`config.mk`:
```
export PLATFORM = sky130hd
export DESIGN_NAME = fetch_sequencer
export DESIGN_NICKNAME = d
export VERILOG_FILES = /design/src/rtl/fetch_pkg.sv /design/src/rtl/fetch_buffer.sv /design/src/rtl/fetch_sequencer.sv
export SDC_FILE = /design/constraint.sdc
export NUM_CORES = 1
export LEC_CHECK = 0
export CAP_MARGIN = 30
export CORE_MARGIN = 2
export CORE_UTILIZATION = 45
export DETAILED_ROUTE_END_ITERATION = 6
export PLACE_DENSITY = 0.8
export SETUP_SLACK_MARGIN = 0.05
export SLEW_MARGIN = 15
export SYNTH_ARGS = -nofsm -noshare
export SYNTH_HDL_FRONTEND = slang
export SYNTH_HIERARCHICAL = 1
export SYNTH_SLANG_ARGS = --single-unit
export TNS_END_PERCENT = 20
```
`constraint.sdc`:
```
create_clock -name clk -period 6 [get_ports clk]
set_input_delay 1.2 -clock clk [delete_from_list [all_inputs] [get_ports clk]]
set_output_delay 1.2 -clock clk [all_outputs]
set_load 0.005 [all_outputs]
```
`src/rtl/fetch_pkg.sv`:
```
// rtl/fetch_pkg.sv - shared defaults, state encoding and entry layout for the fetch sequencer
package fetch_pkg;

    localparam int FETCH_ADDR_W  = 64;
    localparam int FETCH_INSTR_W = 32;

    typedef enum logic {
        FETCH_RUN    = 1'b0,
        FETCH_HALTED = 1'b1
    } fetch_state_e;

    // A buffered entry is packed as {pc, instr}, pc in the upper bits.
    function automatic int fetch_entry_w(input int addr_w, input int instr_w);
        return addr_w + instr_w;
    endfunction

    localparam int FETCH_ENTRY_W = fetch_entry_w(FETCH_ADDR_W, FETCH_INSTR_W);

endpackage

```
`src/rtl/fetch_buffer.sv`:
```
// rtl/fetch_buffer.sv - 2-entry FIFO skid buffer with push, pop, flush and zeroed head when empty
module fetch_buffer
    import fetch_pkg::*;
#(
    parameter int W = FETCH_ENTRY_W
) (
    input  logic         clk,
    input  logic         reset,
    input  logic         i_push,
    input  logic [W-1:0] i_data,
    input  logic         i_pop,
    input  logic         i_flush,
    output logic [1:0]   o_count,
    output logic [W-1:0] o_head
);

    logic [W-1:0] r_e0;
    logic [W-1:0] r_e1;
    logic [1:0]   r_count;
    logic         w_pop;
    logic         w_push;

    // Self-guarded so an illegal pop on empty or push on full is ignored.
    assign w_pop  = i_pop & (r_count != 2'd0);
    assign w_push = i_push & ((r_count != 2'd2) | w_pop);

    always_ff @(posedge clk or posedge reset) begin
        if (reset) begin
            r_e0    <= '0;
            r_e1    <= '0;
            r_count <= 2'd0;
        end else if (i_flush) begin
            r_count <= 2'd0;
        end else begin
            case ({w_push, w_pop})
                2'b10: begin
                    if (r_count == 2'd0) r_e0 <= i_data;
                    else                 r_e1 <= i_data;
                    r_count <= r_count + 2'd1;
                end
                2'b01: begin
                    r_e0    <= r_e1;
                    r_count <= r_count - 2'd1;
                end
                2'b11: begin
                    if (r_count == 2'd2) begin
                        r_e0 <= r_e1;
                        r_e1 <= i_data;
                    end else begin
                        r_e0 <= i_data;
                    end
                end
                default: ;
            endcase
        end
    end

    assign o_count = r_count;
    assign o_head  = (r_count != 2'd0) ? r_e0 : '0;

endmodule

```
`src/rtl/fetch_sequencer.sv`:
```
// rtl/fetch_sequencer.sv - PC, run/halt state and redirect control over a 2-entry fetch buffer; FETCH_PERF_EN adds perf counters
module fetch_sequencer
    import fetch_pkg::*;
#(
    parameter int                ADDR_W   = FETCH_ADDR_W,
    parameter int                INSTR_W  = FETCH_INSTR_W,
    parameter logic [ADDR_W-1:0] RESET_PC = '0,
    parameter int                PC_STEP  = 4
) (
    input  logic               clk,
    input  logic               reset,
    output logic [ADDR_W-1:0]  imem_addr,
    input  logic [INSTR_W-1:0] imem_instr,
    input  logic               redirect_valid,
    input  logic [ADDR_W-1:0]  redirect_pc,
    input  logic               halt,
    output logic               out_valid,
    input  logic               out_ready,
    output logic [INSTR_W-1:0] out_instr,
    output logic [ADDR_W-1:0]  out_pc,
`ifdef FETCH_PERF_EN
    output logic [31:0]        perf_fetched,
    output logic [31:0]        perf_stall,
`endif
    output logic               halted
);

    localparam int                EW         = fetch_entry_w(ADDR_W, INSTR_W);
    localparam logic [ADDR_W-1:0] STEP       = ADDR_W'(PC_STEP);
    localparam logic [ADDR_W-1:0] ALIGN_MASK = ~(STEP - ADDR_W'(1));

    fetch_state_e      r_state;
    logic [ADDR_W-1:0] r_pc;
    logic              r_halted;
    logic [1:0]        w_count;
    logic [EW-1:0]     w_head;
    logic              w_pop;
    logic              w_push;

    assign out_valid = (w_count != 2'd0);
    assign w_pop     = out_valid & out_ready;
    assign w_push    = (r_state == FETCH_RUN) & ~halt & ~redirect_valid
                     & ((w_count != 2'd2) | w_pop);

    always_ff @(posedge clk or posedge reset) begin
        if (reset) begin
            r_pc     <= RESET_PC;
            r_state  <= FETCH_RUN;
            r_halted <= 1'b0;
        end else begin
            if (redirect_valid)
                r_pc <= redirect_pc & ALIGN_MASK;
            else if (w_push)
                r_pc <= r_pc + STEP;

            case (r_state)
                FETCH_RUN: if (halt) begin
                    r_state  <= FETCH_HALTED;
                    r_halted <= 1'b1;
                end
                FETCH_HALTED: if (!halt) begin
                    r_state  <= FETCH_RUN;
                    r_halted <= 1'b0;
                end
                default: begin
                    r_state  <= FETCH_RUN;
                    r_halted <= 1'b0;
                end
            endcase
        end
    end

    fetch_buffer #(.W(EW)) u_buf (
        .clk     (clk),
        .reset   (reset),
        .i_push  (w_push),
        .i_data  ({r_pc, imem_instr}),
        .i_pop   (w_pop),
        .i_flush (redirect_valid),
        .o_count (w_count),
        .o_head  (w_head)
    );

    assign imem_addr = r_pc;
    assign out_pc    = w_head[EW-1 -: ADDR_W];
    assign out_instr = w_head[INSTR_W-1:0];
    assign halted    = r_halted;

`ifdef FETCH_PERF_EN
    logic [31:0] r_perf_fetched;
    logic [31:0] r_perf_stall;
    logic        w_stall;

    assign w_stall = (r_state == FETCH_RUN) & ~redirect_valid & ~w_push;

    always_ff @(posedge clk or posedge reset) begin
        if (reset) begin
            r_perf_fetched <= 32'd0;
            r_perf_stall   <= 32'd0;
        end else begin
            if (w_push && r_perf_fetched != 32'hFFFF_FFFF)
                r_perf_fetched <= r_perf_fetched + 32'd1;
            if (w_stall && r_perf_stall != 32'hFFFF_FFFF)
                r_perf_stall <= r_perf_stall + 32'd1;
        end
    end

    assign perf_fetched = r_perf_fetched;
    assign perf_stall   = r_perf_stall;
`endif

endmodule

```
==> results of run 1 <==
[logic make-up (layout without fill, tap and decap cells)]
kind of cell               Yosys count  count (layout)  synth area share
muxes                              205             205            0.1753
DFF                                258             258            0.5174
AOI/OAI and AO/OA                  157             157           0.06408
and+or+nand+nor                    399             399            0.1627
other                                1               6         0.0003006
xor gates and xnor gates            60              60           0.04212
adders and majority gates            2               2          0.002005
buffers and inverters               86             335           0.03610
[sequential cells by signal (all words and copies together), names as in the netlist]
name           count
u_buf/r_e0        96
u_buf/r_e1        96
imem_addr         62
u_buf/o_count      2
halted             1
r_state            1
[stage by stage]
step | util | cells | area (sq um) | total power [W] | hold WS [ns]
detailed placement | 0.5638 | 1739 | 15280 | 0.002965 | 0.4740
CTS | 0.6016 | 1793 | 16300 | 0.004872 | 0.4874
global route | 0.6024 | 1794 | 16320 | 0.005064 | 0.4980
finish | 0.6024 | 1794 | 16320 | 0.004818 | 0.4842
floorplan | - | 1173 | 12500 | 0.002594 | 0.4574
global placement | 0.5638 | 1739 | 15280 | 0.002923 | 0.4662
[where the power goes]
group          switching [W]  internal (W)  total, W
Combinational       0.000302      0.000408  0.000711
Sequential          0.000203       0.00202   0.00223
Clock               0.000733       0.00115   0.00188
Total                0.00124       0.00358   0.00482
[final cells by class]
cell class	count	area [sq um]
Timing Repair Buffer	270	2720
Multi-Input combinational cell	829	5612
Clock inverter	14	188.9
Tap cell	372	465.4
Fill cell	2208	10780
Clock buffer	40	837.1
Sequential cell	258	6456
Inverter	11	45.04
[how the worst min path moves through the flow]
stage	start	end	slack (ns)
global placement	u_buf/r_e1[63]$_DFFE_PP0P_	u_buf/r_e1[63]$_DFFE_PP0P_	0.47
floorplan	u_buf/r_e1[54]$_DFFE_PP0P_	u_buf/r_e1[54]$_DFFE_PP0P_	0.46
global route	u_buf/r_e1[93]$_DFFE_PP0P_	u_buf/r_e1[93]$_DFFE_PP0P_	0.50
finish	u_buf/r_e1[77]$_DFFE_PP0P_	u_buf/r_e1[77]$_DFFE_PP0P_	0.48
detailed placement	u_buf/r_e1[67]$_DFFE_PP0P_	u_buf/r_e1[67]$_DFFE_PP0P_	0.47
CTS	u_buf/r_e1[77]$_DFFE_PP0P_	u_buf/r_e1[77]$_DFFE_PP0P_	0.49
[layout by cell type, fill, tap and decap left out, types with 5 or more instances in the layout]
cell type	instances
clkbuf_16	29
nand3_1	21
nand2_1	80
clkbuf_8	7
a21oi_1	99
mux2_2	68
dfrtp_1	258
o21ai_0	48
nor4_1	13
xor2_1	25
nor2b_1	6
buf_4	9
xnor2_1	35
nor3_1	13
nor2_1	123
and2_1	98
mux2_1	40
o21ai_1	5
clkinv_2	8
mux2i_1	97
inv_1	9
nand4_1	18
conb_1	6
clkdlybuf4s50_1	257
[critical path, cell delays in order (launching register included)]
cell and delay [ns]:
dfrtp_1 0.53, or2_2 0.56, buf_4 0.61, and2_1 0.27
clkdlybuf4s50_1 0.52
[routing by layer]
layer | share of wire | global-route usage | wire, um
met3 | 0.066 | 0.05043 | 2080
met4 | 0.021 | 0.04868 | 681
met2 | 0.48 | 0.3610 | 15120
met5 | 0.00038 | 0 | 12
met1 | 0.44 | 0.2930 | 13810
==> out/qor.txt, run 1 <==
Die Height: 170.5 um
row count: 60
Reg-to-Reg End: u_buf/r_e0[66]$_DFFE_PP0P_
Worst Path Max Fanout: 59
final setup TNS: 0 ns
Clock Path Buffers: 3
via/cell ratio: 5.242
postcts setup bufs: 0
clock slew at reported path FFs: 0.06 ns
critical path data required time: 4.80 ns
Max IR drop VDD: 0.1800 mV
Tmin final: 4.288 ns
Hold Path Depth: 1
clock insertion delay at the later pin of the skew report: 0.56 ns
All-Layer GR Usage: 0.2180
CP Class: flip-flop to primary output
Initial Util: 0.4604
Final Setup Violations: 0
top post-synthesis cells by count: dfrtp_1, nor2_1, a21oi_1, and2_1, mux2i_1
FF-to-FF path depth: 8
worst rel slew slack: 0.3941
Mapped Cells: 1,168
cts bufs inserted: 29
Post-synth ARST share: 1.000
IO Port Bufs: 258
FMAX: 0.2332 GHz
largest net degree at the start of global routing: 138
area of the mapped netlist: 12,480 sq um
crit path capture type: primary output
P_leak: 7.486 nW
CTS tree: done
Synth Register Bits: 258
DP Worst Slack: 1.554 ns
hold_buf cts: 0
reg2reg setup slack: 2.72 ns
IO Count: 263
RSZ-0062 raised after global routing: false
post-route setup slack: 1.712 ns
DIE AREA: 29,080 sq um
DRC Markers: 0
vias: 9,405
Initial DRC Count: 606
final-report hold violation count: 0
EDFF count, synth: 0
Max Slew Vio Count: 0
worst-margin pin slew: 0.9088 ns
skew final: 0.01092 ns
gr ovfl total: 0
Startpoint Class: flip-flop
1st-pass router iterations: 4
CTS sink count: 258
maxcap violations: 0
sequential share of the synthesized area: 0.5174
Root Buffer: clkbuf_16
YS warnings: 6
Synth area leader: dfrtp_1
Cell Pwr Density: 295.2 nW/um^2
CP arrival: 3.09 ns
worst reg2reg path startpoint: u_buf/o_count[0]$_DFFE_PP0P_
first-pass GRT wire length: 50,980 um
Yosys cell types: 45
vias in the first global route: 9,539
Die X: 170.5 um
initial antenna violation count: 1
Hold WC Path Type: flip-flop to flip-flop
Synth top area share: 0.5174
core region area: 27,100 sq um
# resized after CTS: 0
worst setup path start: u_buf/o_count[0]$_DFFE_PP0P_
Final nets: 1,502
critical path endpoint: out_pc[38]
status: finished clean
Mapped Avg Cell Area: 10.68 sq um
Ant. Diodes: 0
dominant synthesized flop cell: dfrtp_1
top post-synthesis cells by area: dfrtp_1, mux2i_1, mux2_2
Detailed Route WL: 31,710 um
Tcrit/Tclk final: 0.7147
drt wl/cell: 17.68 um
Area growth, synth to finish: 30.84%
layout cells sized above 1: 0.1055
HPWL after DPL: 20,600 um
remaining antenna violation count: 0
H-tree depth: 1
Final GP Congestion: 0.8055
count leader, synth: dfrtp_1
Power figures use the tool's default switching activity.
==> run 2: changes to the inputs <==
- PLACE_DENSITY: 0.8 -> 0.77
- clock period: 6 -> 4.15 ns (I/O delays scaled with it)
==> run 2 against run 1 <==
Clock skew grew 0.0033 ns. Sequential power grew 44%. Clock-buffer cell count shrank 4. Die area is the same. Hold slack lost 0.0021 ns.
==> out/qor.txt, run 2 (same netlist as run 1, synthesis figures left out) <==
critical path data required time: 3.32 ns (was 4.80 ns)
hold path endpoint: u_buf/r_e1[93]$_DFFE_PP0P_ (was u_buf/r_e1[77]$_DFFE_PP0P_)
RSZ-0062 raised after global routing: false (unchanged)
FMAX: 0.2810 GHz
worst path bufs/invs: 2 (unchanged)
CP arrival: 2.73 ns (was 3.09 ns)
CP peak stage delay: 0.59 ns (was 0.61 ns)
Die X: 170.5 um (unchanged)
skew final: 0.01427 ns (was 0.01092 ns)
All-Layer GR Usage: 0.2192 (was 0.2180)
Area after DPL: 15,420 sq um (was 15,280 sq um)
Die Height: 170.5 um (unchanged)
worst rel slew slack: 0.4768 (was 0.3941)
clock share of power: 0.400 (was 0.391)
IO Port Bufs: 258 (unchanged)
Seq pwr share: 0.454 (was 0.462)
DIE AREA: 29,080 sq um (unchanged)
P_int: 0.005320 W (was 0.003581 W)
hold_buf cts: 0 (unchanged)
Cell Pwr Density: 430.2 nW/um^2 (was 295.2 nW/um^2)
P_leak: 7.554 nW (was 7.486 nW)
drt wl/cell: 17.86 um (was 17.68 um)
clock insertion delay at the later pin of the skew report: 0.54 ns (was 0.56 ns)
Ant. Diodes: 0 (unchanged)
row count: 60 (unchanged)
Max IR drop VDD: 0.2815 mV (was 0.1800 mV)
post-route setup slack: 0.5914 ns (was 1.712 ns)
vias: 9,405 (unchanged)
Final Setup Violations: 0 (unchanged)
first-pass GRT wire length: 50,740 um (was 50,980 um)
Initial DRC Count: 708 (was 606)
Tmin final: 3.559 ns
largest net degree at the start of global routing: 111 (was 138)
initial antenna violation count: 1 (unchanged)
layout cells sized above 1: 0.1113 (was 0.1055)
Comb pwr share: 0.145 (was 0.147)
most frequent cells in the layout: dfrtp_1, clkdlybuf4s50_1, nor2_1, a21oi_1, and2_1 (unchanged)
worst-margin pin slew: 0.7848 ns (was 0.9088 ns)
Final GP Congestion: 0.8403 (was 0.8055)
CTS sink count: 258 (unchanged)
Hold Path Depth: 1 (unchanged)
top cell family by delay on the critical path: buffers and inverters (unchanged)
1st-pass router iterations: 4 (unchanged)
Hold WC Path Type: flip-flop to flip-flop (unchanged)
final-report hold violation count: 0 (unchanged)
Max Slew Vio Count: 0 (unchanged)
Initial Util: 0.4604 (unchanged)
switching power: 0.001773 W (was 0.001238 W)
DP Worst Slack: 0.4481 ns (was 1.554 ns)
Worst Path Max Fanout: 67 (was 59)
Reg-to-Reg End: u_buf/r_e0[0]$_DFFE_PP0P_ (was u_buf/r_e0[66]$_DFFE_PP0P_)
clock slew at reported path FFs: 0.06 ns (about the same)
Overall Power: 0.007093 W (was 0.004818 W)
hold_sp: u_buf/r_e1[93]$_DFFE_PP0P_ (was u_buf/r_e1[77]$_DFFE_PP0P_)
status: finished clean (unchanged)
worst reg2reg path startpoint: u_buf/o_count[0]$_DFFE_PP0P_ (unchanged)
Hold Slack: 0.4822 ns (was 0.4842 ns)
most common cell after layout, fill and taps aside: dfrtp_1 (unchanged)
IO Count: 263 (unchanged)
Area growth, synth to finish: 32.14% (was 30.84%)
CTS tree: done (unchanged)
Startpoint Class: flip-flop (unchanged)
Worst path slowest cell: or2_2 (was buf_4)
CP Class: flip-flop to primary output (unchanged)
vias in the first global route: 9,581 (was 9,539)
# resized after CTS: 0 (unchanged)
Detailed Route WL: 32,160 um (was 31,710 um)
via/cell ratio: 5.222 (was 5.242)
reg2reg setup slack: 1.18 ns (was 2.72 ns)
DRC Markers: 0 (unchanged)
Tcrit/Tclk final: 0.8575
HPWL after DPL: 21,270 um (was 20,600 um)
cts bufs inserted: 28 (was 29)
Net Sw Frac: 0.2499 (was 0.2569)
Final Instance Area: 16,490 sq um (was 16,320 sq um)
crit path capture type: primary output (unchanged)
FF-to-FF path depth: 8 (unchanged)
H-tree depth: 1 (unchanged)
Clock Path Buffers: 3 (unchanged)
Root Buffer: clkbuf_16 (unchanged)
gr ovfl total: 0 (unchanged)
crit-path cells: or2_2 -> buf_12 -> and2_1 -> clkdlybuf4s50_1 (was or2_2 -> buf_4 -> and2_1 -> clkdlybuf4s50_1)
fillers: 2,220 (was 2,208)
postcts setup bufs: 0 (unchanged)
maxcap violations: 0 (unchanged)
final setup TNS: 0 ns (unchanged)
remaining antenna violation count: 0 (unchanged)
Final nets: 1,510 (was 1,502)
core region area: 27,100 sq um (unchanged)
run 2: cell count changes in the layout (fill, tap and decap cells not counted):
cell	delta
clkinv_4	+2
buf_12	+4
clkinvlp_4	+1
clkbuf_1	-2
bufinv_16	+3
clkinv_2	-3
buf_4	+5
clkbuf_8	-2
inv_16	-1
run 2: worst max-delay path by stage:
stage,start,to,depth (start not counted)
after CTS,u_buf/o_count[0]$_DFFE_PP0P_,out_pc[59],4
after detailed placement,halt,u_buf/r_e0[0]$_DFFE_PP0P_,10
after global placement,halt,u_buf/r_e0[0]$_DFFE_PP0P_,10
after floorplan,reset,u_buf/o_count[0]$_DFFE_PP0P_,1
final,u_buf/o_count[0]$_DFFE_PP0P_,out_instr[19],4
after global routing,u_buf/o_count[0]$_DFFE_PP0P_,out_pc[58],4
run 2: through the flow:
step / cells / utilization
5_1_grt: 1801 / 0.6084
4_1_cts: 1801 / 0.6084
6_report: 1801 / 0.6084
2_1_floorplan: 1173 / -
3_5_place_dp: 1749 / 0.5688
3_3_place_gp: 1748 / 0.5681
run 2: layout make-up:
cell class | count | area (sq um) | area share
tap | 372 | 465.4 | 0.02823
timing repair buffer | 279 | 2838 | 0.1721
clock inverter | 16 | 269.0 | 0.01632
sequential | 258 | 6456 | 0.3916
clock buffer | 36 | 802.0 | 0.04865
multi-input combinational | 829 | 5612 | 0.3404
inverter | 11 | 45.04 | 0.002732
run 2: per-layer routing:
layer	vias to the layer above	routed length, um	GRT usage
met5	-	13	0
met4	2	765	0.06206
met3	55	1983	0.04881
met2	254	15310	0.3642
met1	4629	14090	0.2893
li1	4465	-	-
run 2: power by group through the flow:
stage / sequential, W / clock (W) / combinational (W)
detailed placement: 0.00326 / 0 / 0.00104
CTS: 0.00322 / 0.00289 / 0.00105
finish: 0.00322 / 0.00284 / 0.00103
global placement: 0.00324 / 0 / 0.000999
global route: 0.00328 / 0.00301 / 0.00115
floorplan: 0.00317 / 0 / 0.000578
==> variant 1 (flow settings as in run 2) <==
The option `FETCH_PERF_EN` is turned on by a define.
--- a/src/rtl/fetch_sequencer.sv
+++ b/src/rtl/fetch_sequencer.sv
@@ -1,4 +1,6 @@
 // rtl/fetch_sequencer.sv - PC, run/halt state and redirect control over a 2-entry fetch buffer; FETCH_PERF_EN adds perf counters
+`define FETCH_PERF_EN
+
 module fetch_sequencer
     import fetch_pkg::*;
 #(
Check against the original RTL (old outputs only; new: perf_fetched and perf_stall): no difference found for any inputs over 4 cycles, from zero or initial values and one cycle with reset high; that may be too few to reach the edited logic, so the function may still have changed.
==> variant 1 against run 2 <==
- worst hold slack barely moved
- synthesized area rose by 25%
- design area rose by 25%
- routed wire length rose by 30%
- setup slack improved by 0.067 ns
- non-clock buffer count rose by 70
- power rose by 18%
- sequential cell count rose by 64
- largest power group unchanged
- highest routed layer is now met4
==> variant 1: results (changes against run 2) <==
----------------------------------------------------
[Clock network]
  H-tree depth reported by CTS ... 2 (+1)
  Clock latency on the worst-skew pair ... 0.51 ns (-0.03 ns)

[Outcome]
  Run status ... finished, final reports clean

[Final layout]
  Share of final-layout standard cells stronger than drive strength 1 ... 8.52% (-2.6 points)
  Nets@finish ... 1899 (+26%)

[Route]
  Highest signal layer in the routed design ... met4
  Iter 0 DRT Violations ... 647 (-8.6%)
  Routed vias/inst ... 5.49 (+5.1%)
  Drt first pass iters ... 5 (+1)

[Worst setup path]
  Worst path slowest cell ... sky130_fd_sc_hd__clkdlybuf4s50_1
  Data arrival time at the worst-slack endpoint ... 2.66 ns (-0.07 ns)
  Worst Path Max Fanout ... 69 (+3.0%)

[STA]
  Skew final ... 0.0210 ns (+0.00672 ns)

[Worst hold path]
  Hold path start ... u_buf/r_e1[76]$_DFFE_PP0P_

[Power and ir drop]
  Flip-flop and latch power ... 3980 uW (+24%)
  Combinational power ... 1270 uW (+23%)
  Internal cell power ... 6170 uW (+16%)
  Worst vdd rail ir drop ... 0.266 mV (-5.6%)
  Leakage power summed over all cells ... 0.00918 uW (+21%)

[GRT]
  Met3 routing resource usage after global routing ... 6.62% (+1.7 points)
  Global-route wire length before repair ... 67.1 mm (+32%)
  Vias in the first global route ... 12700 (+32%)
  Maximum number of pins on one net before global-route repair ... 78 (-30%)

[Yosys]
  Netlist cell types ... 56 (+24%)
  Top cell types by occurrence after synthesis ... sky130_fd_sc_hd__dfrtp_1, sky130_fd_sc_hd__nor2_1, sky130_fd_sc_hd__and2_1
  Sequential fraction of the synthesis area ... 51.5% (-0.23 points)
  Cell types with the largest area share after synthesis ... sky130_fd_sc_hd__dfrtp_1, sky130_fd_sc_hd__mux2i_1, sky130_fd_sc_hd__mux2_2, sky130_fd_sc_hd__and2_1, sky130_fd_sc_hd__nor2_1

[Placement]
  Routability congestion estimate from global placement ... 0.838 (-0.23%)
  Port Buffers ... 322 (+25%)

----------------------------------------------------
-- variant 1: changes by cell type in the layout (fill, tap and decap cells not counted), sizes merged, moves of 11 or more --
cell           delta
a31oi            +27
and3             +15
clkbuf           +17
clkdlybuf4s50    +64
dfrtp            +64
nand3            +26
nand4            +37
nor2             +25
o31ai            +11
or4              +23
xnor2            +21
-- variant 1: cells by family after synthesis --
group	count (synthesis)	share of synthesized area, %
simple gates	560	18.7
flops	322	51.5
compound gates	210	7.70
mux	198	13.5
buf+inv	104	3.23
xor+xnor	90	5.04
fa+ha+maj	4	0.320
other cells	1	0.0240
-- variant 1: layout make-up --
cell class | instances | area, um2
Tap cell | 455 | 569
Sequential cell | 322 | 8060
Multi-Input combinational cell | 1068 | 7120
Antenna cell | 1 | 2.50
Timing Repair Buffer | 349 | 3580
Clock inverter | 11 | 91.3
Fill cell | 2885 | 13800
Inverter | 17 | 72.6
Clock buffer | 53 | 1060
-- variant 1: worst paths after layout --
check | end | slack, ns | cells after the start
worst max register to register | imem_addr[54]$_DFFE_PP0P_ | 1.15 | 6
worst min register to register | u_buf/r_e1[76]$_DFFE_PP0P_ | 0.48 | 1
min in group asynchronous | u_buf/r_e1[57]$_DFFE_PP0P_ | 0.78 | 2
worst min-delay path | u_buf/r_e1[76]$_DFFE_PP0P_ | 0.48 | 1
max in group asynchronous | u_buf/r_e1[29]$_DFFE_PP0P_ | 2.46 | 4
worst max-delay path | out_pc[15] | 0.66 | 4
-- variant 1: stage by stage --
stage | util, % | worst slack [ns] | cells
after floorplan | - | -0.0926 | 1494
after global placement | 56.4 | 0.557 | 2210
after detailed placement | 56.4 | 0.494 | 2210
after CTS | 59.7 | 0.643 | 2274
after global routing | 59.8 | 0.537 | 2275
final | 59.8 | 0.658 | 2276
==> variant 2 (flow settings as in run 2) <==
Made on the original files. Change the package constant `FETCH_ADDR_W` from 64 to 96.
--- a/src/rtl/fetch_pkg.sv
+++ b/src/rtl/fetch_pkg.sv
@@ -1,7 +1,7 @@
 // rtl/fetch_pkg.sv - shared defaults, state encoding and entry layout for the fetch sequencer
 package fetch_pkg;
 
-    localparam int FETCH_ADDR_W  = 64;
+    localparam int FETCH_ADDR_W  = 96;
     localparam int FETCH_INSTR_W = 32;
 
     typedef enum logic {
Ports: changed (resized imem_addr, out_pc and redirect_pc); port bits go from 263 to 359. No check against the original RTL was run, so the function may have changed too.
==> variant 2 against run 2 <==
- synthesized area grew 40%
- sequential power grew 38%
- register-to-register slack lost 0.14 ns
- clock power grew 19%
- first-iteration DRC count grew 15%
- power grew 30%
- routed wire length grew 57%
- critical path depth is the same
- sequential share of layout area shrank 0.25 points
- design area grew 38%
- count of clock-buffer cells in the layout grew 24
- setup slack lost 0.0087 ns
- sequential cell count grew 96
- worst hold slack gained 0.00066 ns
- critical endpoint is now out_pc[91]
- largest power group unchanged
==> variant 2: results (changes against run 2) <==
----------------------------------------------------
[GRT]
  Global-route wire length before repair ... 79.5 mm (+57%)
  Met3 routing resource usage after global routing ... 6.44% (+1.6 points)
  Global-route usage over all layers ... 24.7% (+2.8 points)
  Met2 track utilization from global routing ... 40.6% (+4.1 points)
  Maximum number of pins on one net before global-route repair ... 100 (-9.9%)
  Initial antenna violation count ... 6 (+5)
  Vias in the first global route ... 14000 (+46%)

[Yosys]
  Mean cell area of the mapped netlist ... 10.6 um2 (-0.80%)
  Netlist cell types ... 60 (+33%)
  Proportion of synthesized area in mux cells ... 16.7% (-0.84 points)
  Sequential fraction of the synthesis area ... 50.8% (-0.96 points)
  Area share of fa/ha/maj cells after synthesis ... 0.143% (-0.057 points)
  Cell types with the largest area share after synthesis ... sky130_fd_sc_hd__dfrtp_1, sky130_fd_sc_hd__mux2_1, sky130_fd_sc_hd__mux2i_1, sky130_fd_sc_hd__and2_1, sky130_fd_sc_hd__a21oi_1

[Worst setup path]
  Data arrival time at the worst-slack endpoint ... 2.74 ns (about the same)
  Worst path slowest cell ... sky130_fd_sc_hd__or2_4
  Longest individual stage delay on the worst path ... 0.56 ns (-0.03 ns)

[Power and ir drop]
  Leakage power summed over all cells ... 0.0104 uW (+38%)
  Worst vdd rail ir drop ... 0.278 mV (-1.3%)

[STA]
  Relative max-transition margin ... 37.7% (-10 points)
  Skew final ... 0.0217 ns (+0.00744 ns)

[Route]
  Drt first pass iters ... 5 (+1)
  Routed wirelength normalized by instance count ... 19.9 um (+11%)
  Iter 0 DRT Violations ... 817 (+15%)
  Met3 Wirelength ... 3.71 mm (+87%)
  Detailed-route wire length on metal 1 ... 21.2 mm (+50%)
  Routed vias/inst ... 5.45 (+4.4%)
  Drt total wl ... 50.4 mm (+57%)
  Length of routed met2 wiring ... 23.8 mm (+55%)

[Placement]
  Post-placement worst setup slack ... 0.320 ns (-0.129 ns)
  Routability congestion estimate from global placement ... 0.818 (-2.7%)
  Post-DP HPWL ... 35.1 mm (+65%)
  Post-Place Cell Area ... 21500 um2 (+40%)

[Final layout]
  Nets@finish ... 2121 (+40%)
  Share of final-layout standard cells stronger than drive strength 1 ... 7.35% (-3.8 points)

[Outcome]
  Run status ... finished, final reports clean

[Clock network]
  H-tree depth reported by CTS ... 2 (+1)

----------------------------------------------------
==> variant 2: kinds of logic after synthesis <==
logic type               Yosys count
AND/OR/NAND/NOR                  595
flip-flops                       354
multiplexers                     273
AO/OA/AOI/OAI                    224
buffers and inverters            115
XOR/XNOR                          82
adder cells (fa/ha/maj)            2
other                              1
==> variant 2: area by class of cell <==
cell class                      count  area, um2  share of cell area [%]
Sequential cell                   354       8860                    38.9
Multi-Input combinational cell   1182       7960                    35.0
Timing Repair Buffer              394       4000                    17.6
Clock buffer                       60       1160                    5.08
Tap cell                          518        648                    2.85
Clock inverter                      9       76.3                   0.335
Inverter                           14       58.8                   0.258
Antenna cell                        2       5.00                  0.0220
==> variant 2: power groups by stage <==
stage	Clock [uW]	Combinational, uW	Sequential (uW)
finish	3370	1430	4440
global route	3580	1590	4510
CTS	3430	1450	4440
detailed placement	0	1430	4490
global placement	0	1380	4460
floorplan	0	786	4360
==> variant 2: final timing paths <==
| path | startpoint | endpoint | slack (ns) | depth (start not counted) |
|---|---|---|---|---|
| min | u_buf/r_e1[44]$_DFFE_PP0P_ | u_buf/r_e1[44]$_DFFE_PP0P_ | 0.48 | 1 |
| max | u_buf/o_count[0]$_DFFE_PP0P_ | out_pc[91] | 0.58 | 4 |
| max in group asynchronous | reset | u_buf/r_e0[2]$_DFFE_PP0P_ | 2.37 | 3 |
| max reg2reg | imem_addr[22]$_DFFE_PP0P_ | imem_addr[95]$_DFFE_PP0P_ | 1.04 | 8 |
| min in group asynchronous | reset | u_buf/r_e1[123]$_DFFE_PP0P_ | 0.89 | 2 |
| min reg2reg | u_buf/r_e1[44]$_DFFE_PP0P_ | u_buf/r_e1[44]$_DFFE_PP0P_ | 0.48 | 1 |
